**config.mk**
```make
export PLATFORM = sky130hd
export DESIGN_NAME = id_ex_pipe_flat
export DESIGN_NICKNAME = d
export VERILOG_FILES = /design/src/rtl/riscv_pkg.sv /design/src/rtl/id_ex_pipe_if.sv /design/src/rtl/id_ex_pipe_flop.sv /design/src/rtl/id_ex_pipe.sv /design/src/flat_wrapper.sv
export SDC_FILE = /design/constraint.sdc
export NUM_CORES = 1
export LEC_CHECK = 0
export BUFFER_PORTS_ARGS = -buffer_cell sky130_fd_sc_hd__buf_2
export CAP_MARGIN = 20
export CORE_AREA = 10 10 138 140
export CTS_CLUSTER_DIAMETER = 60
export CTS_CLUSTER_SIZE = 8
export DETAILED_ROUTE_END_ITERATION = 12
export DIE_AREA = 0 0 148 150
export PLACE_DENSITY = 0.81
export SLEW_MARGIN = 20
export SYNTH_ARGS = -nofsm -noshare
export SYNTH_HDL_FRONTEND = slang
export SYNTH_SLANG_ARGS = --single-unit
```
**constraint.sdc**
```tcl
create_clock -name clk -period 9.2 [get_ports clk]
set_input_delay 1.38 -clock clk [delete_from_list [all_inputs] [get_ports clk]]
set_output_delay 1.38 -clock clk [all_outputs]
set_load 0.05 [all_outputs]
```
**src/rtl/riscv_pkg.sv**
```systemverilog
// Shared RISC-V pipeline definitions: width defaults, ALU/result-mux encodings
// and the packed E-stage control bundle.
package riscv_pkg;

    localparam int XLEN_DEF = 32;
    localparam int REGW_DEF = 5;

    typedef enum logic [2:0] {
        ALU_ADD = 3'd0,
        ALU_SUB = 3'd1,
        ALU_AND = 3'd2,
        ALU_OR  = 3'd3,
        ALU_XOR = 3'd4,
        ALU_SLT = 3'd5,
        ALU_SLL = 3'd6,
        ALU_SRL = 3'd7
    } alu_op_e;

    typedef enum logic [1:0] {
        RES_ALU = 2'd0,
        RES_MEM = 2'd1,
        RES_PC4 = 2'd2,
        RES_IMM = 2'd3
    } result_src_e;

    typedef struct packed {
        logic        valid;
        logic        reg_write;
        result_src_e result_src;
        logic        mem_write;
        logic        jump;
        logic        branch;
        alu_op_e     alu_ctrl;
        logic        alu_src;
    } ctrl_e_t;

endpackage

```
**src/rtl/id_ex_pipe_if.sv**
```systemverilog
// D-stage inputs, stall/flush controls and E-stage outputs of the ID/EX register.
// Counter outputs exist only when ID_EX_PIPE_PERF_EN is defined.
interface id_ex_pipe_if #(
    parameter int XLEN = riscv_pkg::XLEN_DEF,
    parameter int REGW = riscv_pkg::REGW_DEF
);
    logic            StallE, FlushE;
    logic            ValidD, RegWriteD, MemWriteD, JumpD, BranchD, ALUSrcD;
    logic [1:0]      ResultSrcD;
    logic [2:0]      ALUControlD;
    logic [XLEN-1:0] RD1D, RD2D, PCD, ImmExtD, PCPlus4D;
    logic [REGW-1:0] Rs1D, Rs2D, RdD;

    logic            ValidE, RegWriteE, MemWriteE, JumpE, BranchE, ALUSrcE;
    logic [1:0]      ResultSrcE;
    logic [2:0]      ALUControlE;
    logic [XLEN-1:0] RD1E, RD2E, PCE, ImmExtE, PCPlus4E;
    logic [REGW-1:0] Rs1E, Rs2E, RdE;
`ifdef ID_EX_PIPE_PERF_EN
    logic [31:0]     BubbleCntE, StallCntE;
`endif

    modport master (
        output StallE, FlushE,
        output ValidD, RegWriteD, MemWriteD, JumpD, BranchD, ALUSrcD,
        output ResultSrcD, ALUControlD,
        output RD1D, RD2D, PCD, ImmExtD, PCPlus4D, Rs1D, Rs2D, RdD,
        input  ValidE, RegWriteE, MemWriteE, JumpE, BranchE, ALUSrcE,
        input  ResultSrcE, ALUControlE,
`ifdef ID_EX_PIPE_PERF_EN
        input  BubbleCntE, StallCntE,
`endif
        input  RD1E, RD2E, PCE, ImmExtE, PCPlus4E, Rs1E, Rs2E, RdE
    );

    modport slave (
        input  StallE, FlushE,
        input  ValidD, RegWriteD, MemWriteD, JumpD, BranchD, ALUSrcD,
        input  ResultSrcD, ALUControlD,
        input  RD1D, RD2D, PCD, ImmExtD, PCPlus4D, Rs1D, Rs2D, RdD,
        output ValidE, RegWriteE, MemWriteE, JumpE, BranchE, ALUSrcE,
        output ResultSrcE, ALUControlE,
`ifdef ID_EX_PIPE_PERF_EN
        output BubbleCntE, StallCntE,
`endif
        output RD1E, RD2E, PCE, ImmExtE, PCPlus4E, Rs1E, Rs2E, RdE
    );

endinterface

```
**src/rtl/id_ex_pipe_flop.sv**
```systemverilog
// Enable/clear register used for each ID/EX field group; clear wins over enable.
module pipe_flop #(
    parameter int WIDTH = 1
) (
    input  logic             clk,
    input  logic             reset,
    input  logic             en,
    input  logic             clr,
    input  logic [WIDTH-1:0] d,
    output logic [WIDTH-1:0] q
);

    always_ff @(posedge clk or posedge reset) begin
        if (reset)    q <= '0;
        else if (clr) q <= '0;
        else if (en)  q <= d;
    end

endmodule

```
**src/rtl/id_ex_pipe.sv**
```systemverilog
// ID/EX pipeline register: one-cycle capture with stall hold and flush bubble.
// Define ID_EX_PIPE_PERF_EN to add bubble/stall event counters.
module id_ex_pipe
    import riscv_pkg::*;
#(
    parameter int XLEN = XLEN_DEF,
    parameter int REGW = REGW_DEF
) (
    input logic         clk,
    input logic         reset,
    id_ex_pipe_if.slave bus
);

    localparam int NDATA = 5;
    localparam int NREG  = 3;

    logic                      en, clr;
    ctrl_e_t                   ctrl_d, ctrl_q;
    logic [NDATA-1:0][XLEN-1:0] data_d, data_q;
    logic [NREG-1:0][REGW-1:0]  radr_d, radr_q;

    assign en  = ~bus.StallE;
    assign clr = bus.FlushE;

    always_comb begin
        ctrl_d            = '0;
        ctrl_d.valid      = bus.ValidD;
        ctrl_d.reg_write  = bus.RegWriteD;
        ctrl_d.result_src = result_src_e'(bus.ResultSrcD);
        ctrl_d.mem_write  = bus.MemWriteD;
        ctrl_d.jump       = bus.JumpD;
        ctrl_d.branch     = bus.BranchD;
        ctrl_d.alu_ctrl   = alu_op_e'(bus.ALUControlD);
        ctrl_d.alu_src    = bus.ALUSrcD;
    end

    assign data_d = {bus.PCPlus4D, bus.ImmExtD, bus.PCD, bus.RD2D, bus.RD1D};
    assign radr_d = {bus.RdD, bus.Rs2D, bus.Rs1D};

    pipe_flop #(.WIDTH($bits(ctrl_e_t))) u_ctrl (
        .clk(clk), .reset(reset), .en(en), .clr(clr), .d(ctrl_d), .q(ctrl_q)
    );

    // One flop per datapath word keeps each field's enable/clear fanout local.
    for (genvar i = 0; i < NDATA; i++) begin : g_data
        pipe_flop #(.WIDTH(XLEN)) u_data (
            .clk(clk), .reset(reset), .en(en), .clr(clr), .d(data_d[i]), .q(data_q[i])
        );
    end

    for (genvar i = 0; i < NREG; i++) begin : g_radr
        pipe_flop #(.WIDTH(REGW)) u_radr (
            .clk(clk), .reset(reset), .en(en), .clr(clr), .d(radr_d[i]), .q(radr_q[i])
        );
    end

    assign bus.ValidE      = ctrl_q.valid;
    assign bus.RegWriteE   = ctrl_q.reg_write;
    assign bus.ResultSrcE  = ctrl_q.result_src;
    assign bus.MemWriteE   = ctrl_q.mem_write;
    assign bus.JumpE       = ctrl_q.jump;
    assign bus.BranchE     = ctrl_q.branch;
    assign bus.ALUControlE = ctrl_q.alu_ctrl;
    assign bus.ALUSrcE     = ctrl_q.alu_src;

    assign bus.RD1E     = data_q[0];
    assign bus.RD2E     = data_q[1];
    assign bus.PCE      = data_q[2];
    assign bus.ImmExtE  = data_q[3];
    assign bus.PCPlus4E = data_q[4];

    assign bus.Rs1E = radr_q[0];
    assign bus.Rs2E = radr_q[1];
    assign bus.RdE  = radr_q[2];

`ifdef ID_EX_PIPE_PERF_EN
    logic [31:0] bubble_cnt_d, bubble_cnt_q;
    logic [31:0] stall_cnt_d, stall_cnt_q;

    // Flush takes priority, so a simultaneous stall counts only as a bubble.
    always_comb begin
        bubble_cnt_d = bubble_cnt_q + 32'(bus.FlushE);
        stall_cnt_d  = stall_cnt_q + 32'(bus.StallE & ~bus.FlushE);
    end

    always_ff @(posedge clk or posedge reset) begin
        if (reset) begin
            bubble_cnt_q <= '0;
            stall_cnt_q  <= '0;
        end else begin
            bubble_cnt_q <= bubble_cnt_d;
            stall_cnt_q  <= stall_cnt_d;
        end
    end

    assign bus.BubbleCntE = bubble_cnt_q;
    assign bus.StallCntE  = stall_cnt_q;
`endif

endmodule

```
**src/flat_wrapper.sv**
```systemverilog
// flat-port wrapper written by rule: the top's interface ports become plain ports
module id_ex_pipe_flat import riscv_pkg::*;
#(
    parameter int XLEN = XLEN_DEF,
    parameter int REGW = REGW_DEF
)
  (clk, reset, bus_StallE, bus_FlushE, bus_ValidD, bus_RegWriteD, bus_MemWriteD, bus_JumpD, bus_BranchD, bus_ALUSrcD, bus_ResultSrcD, bus_ALUControlD, bus_RD1D, bus_RD2D, bus_PCD, bus_ImmExtD, bus_PCPlus4D, bus_Rs1D, bus_Rs2D, bus_RdD, bus_ValidE, bus_RegWriteE, bus_MemWriteE, bus_JumpE, bus_BranchE, bus_ALUSrcE, bus_ResultSrcE, bus_ALUControlE, bus_RD1E, bus_RD2E, bus_PCE, bus_ImmExtE, bus_PCPlus4E, bus_Rs1E, bus_Rs2E, bus_RdE);
  id_ex_pipe_if #(.XLEN(XLEN), .REGW(REGW)) bus_i ();
  input logic clk;
  input logic reset;
  input wire logic [$bits(bus_i.StallE)-1:0] bus_StallE;
  input wire logic [$bits(bus_i.FlushE)-1:0] bus_FlushE;
  input wire logic [$bits(bus_i.ValidD)-1:0] bus_ValidD;
  input wire logic [$bits(bus_i.RegWriteD)-1:0] bus_RegWriteD;
  input wire logic [$bits(bus_i.MemWriteD)-1:0] bus_MemWriteD;
  input wire logic [$bits(bus_i.JumpD)-1:0] bus_JumpD;
  input wire logic [$bits(bus_i.BranchD)-1:0] bus_BranchD;
  input wire logic [$bits(bus_i.ALUSrcD)-1:0] bus_ALUSrcD;
  input wire logic [$bits(bus_i.ResultSrcD)-1:0] bus_ResultSrcD;
  input wire logic [$bits(bus_i.ALUControlD)-1:0] bus_ALUControlD;
  input wire logic [$bits(bus_i.RD1D)-1:0] bus_RD1D;
  input wire logic [$bits(bus_i.RD2D)-1:0] bus_RD2D;
  input wire logic [$bits(bus_i.PCD)-1:0] bus_PCD;
  input wire logic [$bits(bus_i.ImmExtD)-1:0] bus_ImmExtD;
  input wire logic [$bits(bus_i.PCPlus4D)-1:0] bus_PCPlus4D;
  input wire logic [$bits(bus_i.Rs1D)-1:0] bus_Rs1D;
  input wire logic [$bits(bus_i.Rs2D)-1:0] bus_Rs2D;
  input wire logic [$bits(bus_i.RdD)-1:0] bus_RdD;
  output wire logic [$bits(bus_i.ValidE)-1:0] bus_ValidE;
  output wire logic [$bits(bus_i.RegWriteE)-1:0] bus_RegWriteE;
  output wire logic [$bits(bus_i.MemWriteE)-1:0] bus_MemWriteE;
  output wire logic [$bits(bus_i.JumpE)-1:0] bus_JumpE;
  output wire logic [$bits(bus_i.BranchE)-1:0] bus_BranchE;
  output wire logic [$bits(bus_i.ALUSrcE)-1:0] bus_ALUSrcE;
  output wire logic [$bits(bus_i.ResultSrcE)-1:0] bus_ResultSrcE;
  output wire logic [$bits(bus_i.ALUControlE)-1:0] bus_ALUControlE;
  output wire logic [$bits(bus_i.RD1E)-1:0] bus_RD1E;
  output wire logic [$bits(bus_i.RD2E)-1:0] bus_RD2E;
  output wire logic [$bits(bus_i.PCE)-1:0] bus_PCE;
  output wire logic [$bits(bus_i.ImmExtE)-1:0] bus_ImmExtE;
  output wire logic [$bits(bus_i.PCPlus4E)-1:0] bus_PCPlus4E;
  output wire logic [$bits(bus_i.Rs1E)-1:0] bus_Rs1E;
  output wire logic [$bits(bus_i.Rs2E)-1:0] bus_Rs2E;
  output wire logic [$bits(bus_i.RdE)-1:0] bus_RdE;
  assign bus_i.StallE = bus_StallE;
  assign bus_i.FlushE = bus_FlushE;
  assign bus_i.ValidD = bus_ValidD;
  assign bus_i.RegWriteD = bus_RegWriteD;
  assign bus_i.MemWriteD = bus_MemWriteD;
  assign bus_i.JumpD = bus_JumpD;
  assign bus_i.BranchD = bus_BranchD;
  assign bus_i.ALUSrcD = bus_ALUSrcD;
  assign bus_i.ResultSrcD = bus_ResultSrcD;
  assign bus_i.ALUControlD = bus_ALUControlD;
  assign bus_i.RD1D = bus_RD1D;
  assign bus_i.RD2D = bus_RD2D;
  assign bus_i.PCD = bus_PCD;
  assign bus_i.ImmExtD = bus_ImmExtD;
  assign bus_i.PCPlus4D = bus_PCPlus4D;
  assign bus_i.Rs1D = bus_Rs1D;
  assign bus_i.Rs2D = bus_Rs2D;
  assign bus_i.RdD = bus_RdD;
  assign bus_ValidE = bus_i.ValidE;
  assign bus_RegWriteE = bus_i.RegWriteE;
  assign bus_MemWriteE = bus_i.MemWriteE;
  assign bus_JumpE = bus_i.JumpE;
  assign bus_BranchE = bus_i.BranchE;
  assign bus_ALUSrcE = bus_i.ALUSrcE;
  assign bus_ResultSrcE = bus_i.ResultSrcE;
  assign bus_ALUControlE = bus_i.ALUControlE;
  assign bus_RD1E = bus_i.RD1E;
  assign bus_RD2E = bus_i.RD2E;
  assign bus_PCE = bus_i.PCE;
  assign bus_ImmExtE = bus_i.ImmExtE;
  assign bus_PCPlus4E = bus_i.PCPlus4E;
  assign bus_Rs1E = bus_i.Rs1E;
  assign bus_Rs2E = bus_i.Rs2E;
  assign bus_RdE = bus_i.RdE;
  id_ex_pipe #(.XLEN(XLEN), .REGW(REGW)) u_core (.clk(clk), .reset(reset), .bus(bus_i));
endmodule
```
==> impl_summary.log <==
[metrics] gp weighted congestion: 0.824
[metrics] xor-xnor portion of the synthesized cell area: 0%
[metrics] mean instance size in the synthesized netlist: approximately 13 um2
[metrics] adder-cell area share of the yosys netlist: 0%
[metrics] summed negative setup slack over all endpoints: 0 ps
[metrics] predominant post-synthesis flop cell: sky130_fd_sc_hd__dfrtp_1
[metrics] detailed-routing iteration count for the pre-antenna-repair pass: 4
[metrics] count of placed standard cells including taps: 1,159
[metrics] Max Transition Viols Final: 0
[metrics] vias per std cell: roughly 4.8
[metrics] worst min-delay path startpoint: u_core.g_data[4].u_data.q[30]$_DFFE_PP0P_
[metrics] total number of vias: 5,753
[metrics] fraction of the mapped netlist area in compound gates: 0%
[metrics] ratio of final minimum period to clock period: 32.3%
[metrics] worst slew margin relative to its limit: 29.8%
[metrics] I/O pin count: 376
[metrics] share of cells above drive strength 1: between 40% and 50%
[metrics] antenna-violating nets left: 0
[metrics] FF/Latch Area: ~0.0047 mm2
[metrics] total number of placement rows: 47
[metrics] effective utilization at floorplan: 46.4%
[metrics] cell family with the largest share of critical-path delay: buffers and inverters
[metrics] count of flip-flops with a built-in enable after synthesis: 0
[metrics] type of the worst setup path: in -> reg
[metrics] Clock Latency Late Sink: 410 ps
[metrics] DRC violation total after the first TritonRoute iteration: around 200
[metrics] net count after synthesis: 791
[metrics] Commonest cells post-synth: sky130_fd_sc_hd__dfrtp_1, sky130_fd_sc_hd__mux2i_1, sky130_fd_sc_hd__nor2_1
[metrics] top area cells in the synthesized netlist: sky130_fd_sc_hd__dfrtp_1, sky130_fd_sc_hd__mux2i_1, sky130_fd_sc_hd__nor2_1
[metrics] WL final: 22,600 um
[metrics] die width: 148 um
[metrics] Power Total: ~0.0021 W
[metrics] final setup violating endpoints: 0
[metrics] clock slew seen by the registers of the worst setup and hold paths: 70 ps
[metrics] CTS root buf: sky130_fd_sc_hd__clkbuf_16
[metrics] RSZ-0062 raised after global routing: no
[metrics] clock sink count: 186
[metrics] series of cell instances along the critical path: buf_8, buf_4, mux2i_1, nor2_1
[metrics] count of buffers inserted at the top-level ports: 375
[metrics] area of the multi-input gates: 0.00256 mm2
[metrics] yosys synthesis warning count: 0
[metrics] aggregate global routing overflow: 0
[metrics] count of distinct cell types in the synthesized netlist: 10
[metrics] die area: 0.0222 mm2
[metrics] maximum net fanout on the critical path: 68
[metrics] maximum capacitance violations: 0
[metrics] post-synthesis to final-layout area growth: 32.5%
[metrics] clock skew: 0 ps
[metrics] Core Util, Final: 61.5%
[metrics] die span in y: ~150 um
[metrics] routed length per instance: 18.9 um
[metrics] total global routing track utilization: 19.3%
[metrics] dominant combinational cell family by area after synthesis: multiplexers
[metrics] status: completed
[metrics] cell type contributing the most total cell area after synthesis: sky130_fd_sc_hd__dfrtp_1
[metrics] critical path data required time: 9460 ps
[metrics] Worst-Margin Slew: 1050 ps
[metrics] DRC violations left: 0
[metrics] Setup crit end kind: flop
[metrics] clock tree from TritonCTS: yes
[metrics] final std cells w/o fill: between 1,000 and 1,500
[metrics] async set-reset flop share out of synthesis: 100%
[metrics] Post-Syn Area: 0.00759 mm2
[metrics] number of hold-repair buffers added at the cts stage: 0
[metrics] Worst Path Arrival: 3230 ps
[metrics] crit-path max cell delay: 920 ps
[metrics] H-tree depth reported by CTS: 4
[metrics] total power density per cell area: between 200 and 250 mW/mm2
[metrics] Synth Instances: 601
[metrics] wire length of the first global-routing pass: 34,000 um
[metrics] count of state elements after synthesis: roughly 190
[metrics] CP bufs+invs: 2
[metrics] vias in the first global route: 6,172
[metrics] top-area cell type share of the netlist area: about three fifths
[metrics] number of CTS-inserted buffers: 17
[metrics] cell leakage power: 5.93 nW
[metrics] origin of the worst setup path: bus_StallE
[metrics] beginning of the worst register-to-register path: u_core.g_data[2].u_data.q[25]$_DFFE_PP0P_
[metrics] post-synthesis mux area share: 24.5%
[metrics] standard cell with the maximum stage delay on the critical path: sky130_fd_sc_hd__buf_4
[metrics] sequential fraction of the synthesis area: 61.4%
[metrics] time the final worst path needs with I/O delays and setup: 2970 ps
[metrics] maximum number of pins on one net before global-route repair: between 90 and 100
[metrics] maximum buffer depth of the clock tree: 2
[metrics] maximum operating frequency: about 0.34 GHz
[metrics] NumNets Final: between 1,000 and 1,500
[metrics] number of inserted filler cells in the final layout: 1,378
[metrics] path type of the worst min-delay path: reg -> reg
[metrics] number of antenna violations at the first check in global routing: 1
[metrics] Post-CTS Setup Repair Bufs: 0
[metrics] Max IR drop VDD: 146 uV
[metrics] hold violation count in the final report: 0
[metrics] kind of launch point of the worst setup path: primary input
[metrics] simple-gate area share of the yosys netlist: 9.20%
[metrics] HPWL after detailed placement: 17,000 um
[metrics] placeable core area: between 0.015 and 0.02 mm2
[metrics] # resized after CTS: 0
## final timing paths
check,to,slack (ps),depth (start not counted)
worst max-delay path,u_core.g_data[4].u_data.q[0]$_DFFE_PP0P_,6230,4
worst min-delay path,u_core.g_data[4].u_data.q[30]$_DFFE_PP0P_,520,2
worst max register to register,u_core.g_data[2].u_data.q[25]$_DFFE_PP0P_,8420,2
worst min register to register,u_core.g_data[4].u_data.q[30]$_DFFE_PP0P_,520,2
max in group asynchronous,u_core.g_data[0].u_data.q[1]$_DFFE_PP0P_,6960,3
min in group asynchronous,u_core.u_ctrl.q[8]$_DFFE_PP0P_,960,2
## metrics by stage
step           hold slack [ps]  setup WS (ps)  area [um2]
6_report                   516           6230       10000
3_3_place_gp               498           5840        9430
3_5_place_dp               507           5790        9430
4_1_cts                    523           6260       10000
2_1_floorplan              831           2760        7590
5_1_grt                    537           6140       10000
## layout make-up
| cell class | count | area share [%] |
|---|---|---|
| antenna | 1 | 0.0249 |
| clock buffer | 18 | 4.37 |
| clock inverter | 14 | 1.82 |
| inverter | 1 | 0.0872 |
| multi-input combinational | 372 | 25.5 |
| sequential | 186 | 46.3 |
| tap | 220 | 2.74 |
| timing repair buffer | 380 | 19.2 |
## placed cells by master, fill, tap and decap left out
| cell type | netlist | routed |
|---|---|---|
| sky130_fd_sc_hd__diode_2 | 0 | 1 |
| sky130_fd_sc_hd__clkinv_2 | 0 | 2 |
| sky130_fd_sc_hd__dfrtp_1 | 186 | 186 |
| sky130_fd_sc_hd__buf_4 | 5 | 6 |
| sky130_fd_sc_hd__inv_6 | 0 | 6 |
| sky130_fd_sc_hd__clkinvlp_4 | 0 | 1 |
| sky130_fd_sc_hd__clkbuf_16 | 0 | 17 |
| sky130_fd_sc_hd__mux2i_1 | 186 | 186 |
| sky130_fd_sc_hd__buf_2 | 12 | 373 |
| sky130_fd_sc_hd__inv_8 | 0 | 2 |
| sky130_fd_sc_hd__buf_8 | 15 | 1 |
| sky130_fd_sc_hd__clkinv_4 | 0 | 1 |
| sky130_fd_sc_hd__bufinv_16 | 0 | 3 |
| sky130_fd_sc_hd__nor2_1 | 186 | 186 |
| sky130_fd_sc_hd__clkbuf_8 | 0 | 1 |
## metal layers
layer,GRT usage (%),vias up,wire (um)
li1,-,2705,-
met1,21.4,2768,8690
met2,32.7,256,11200
met3,8.61,24,2270
met4,6.39,0,430
met5,0,-,0
## state kept, by name, indices dropped and copies added, names as in the netlist
signal	count
u_core.g_data.u_data.q	160
u_core.g_radr.u_radr.q	15
u_core.u_ctrl.q	11
## report_power, final
part	switching [W]	internal (W)	leakage [nW]	total (W)
combinational	0.000282	0.000110	3.16	0.000392
sequential	0.0000243	0.000863	2.47	0.000888
clock	0.000329	0.000444	0.306	0.000773
total	0.000635	0.00142	5.93	0.00205
## cells by family after synthesis
group,Yosys count
multiplexers,186
flip-flops,186
AND/OR/NAND/NOR,186
buffers and inverters,43
## worst register-to-register path, delay by kind of cell (launching register included)
kind,cells,cell delay (ps)
flip-flops,1,390
AND/OR/NAND/NOR,1,60
multiplexers,1,170
(Power assumes the default switching activity.)
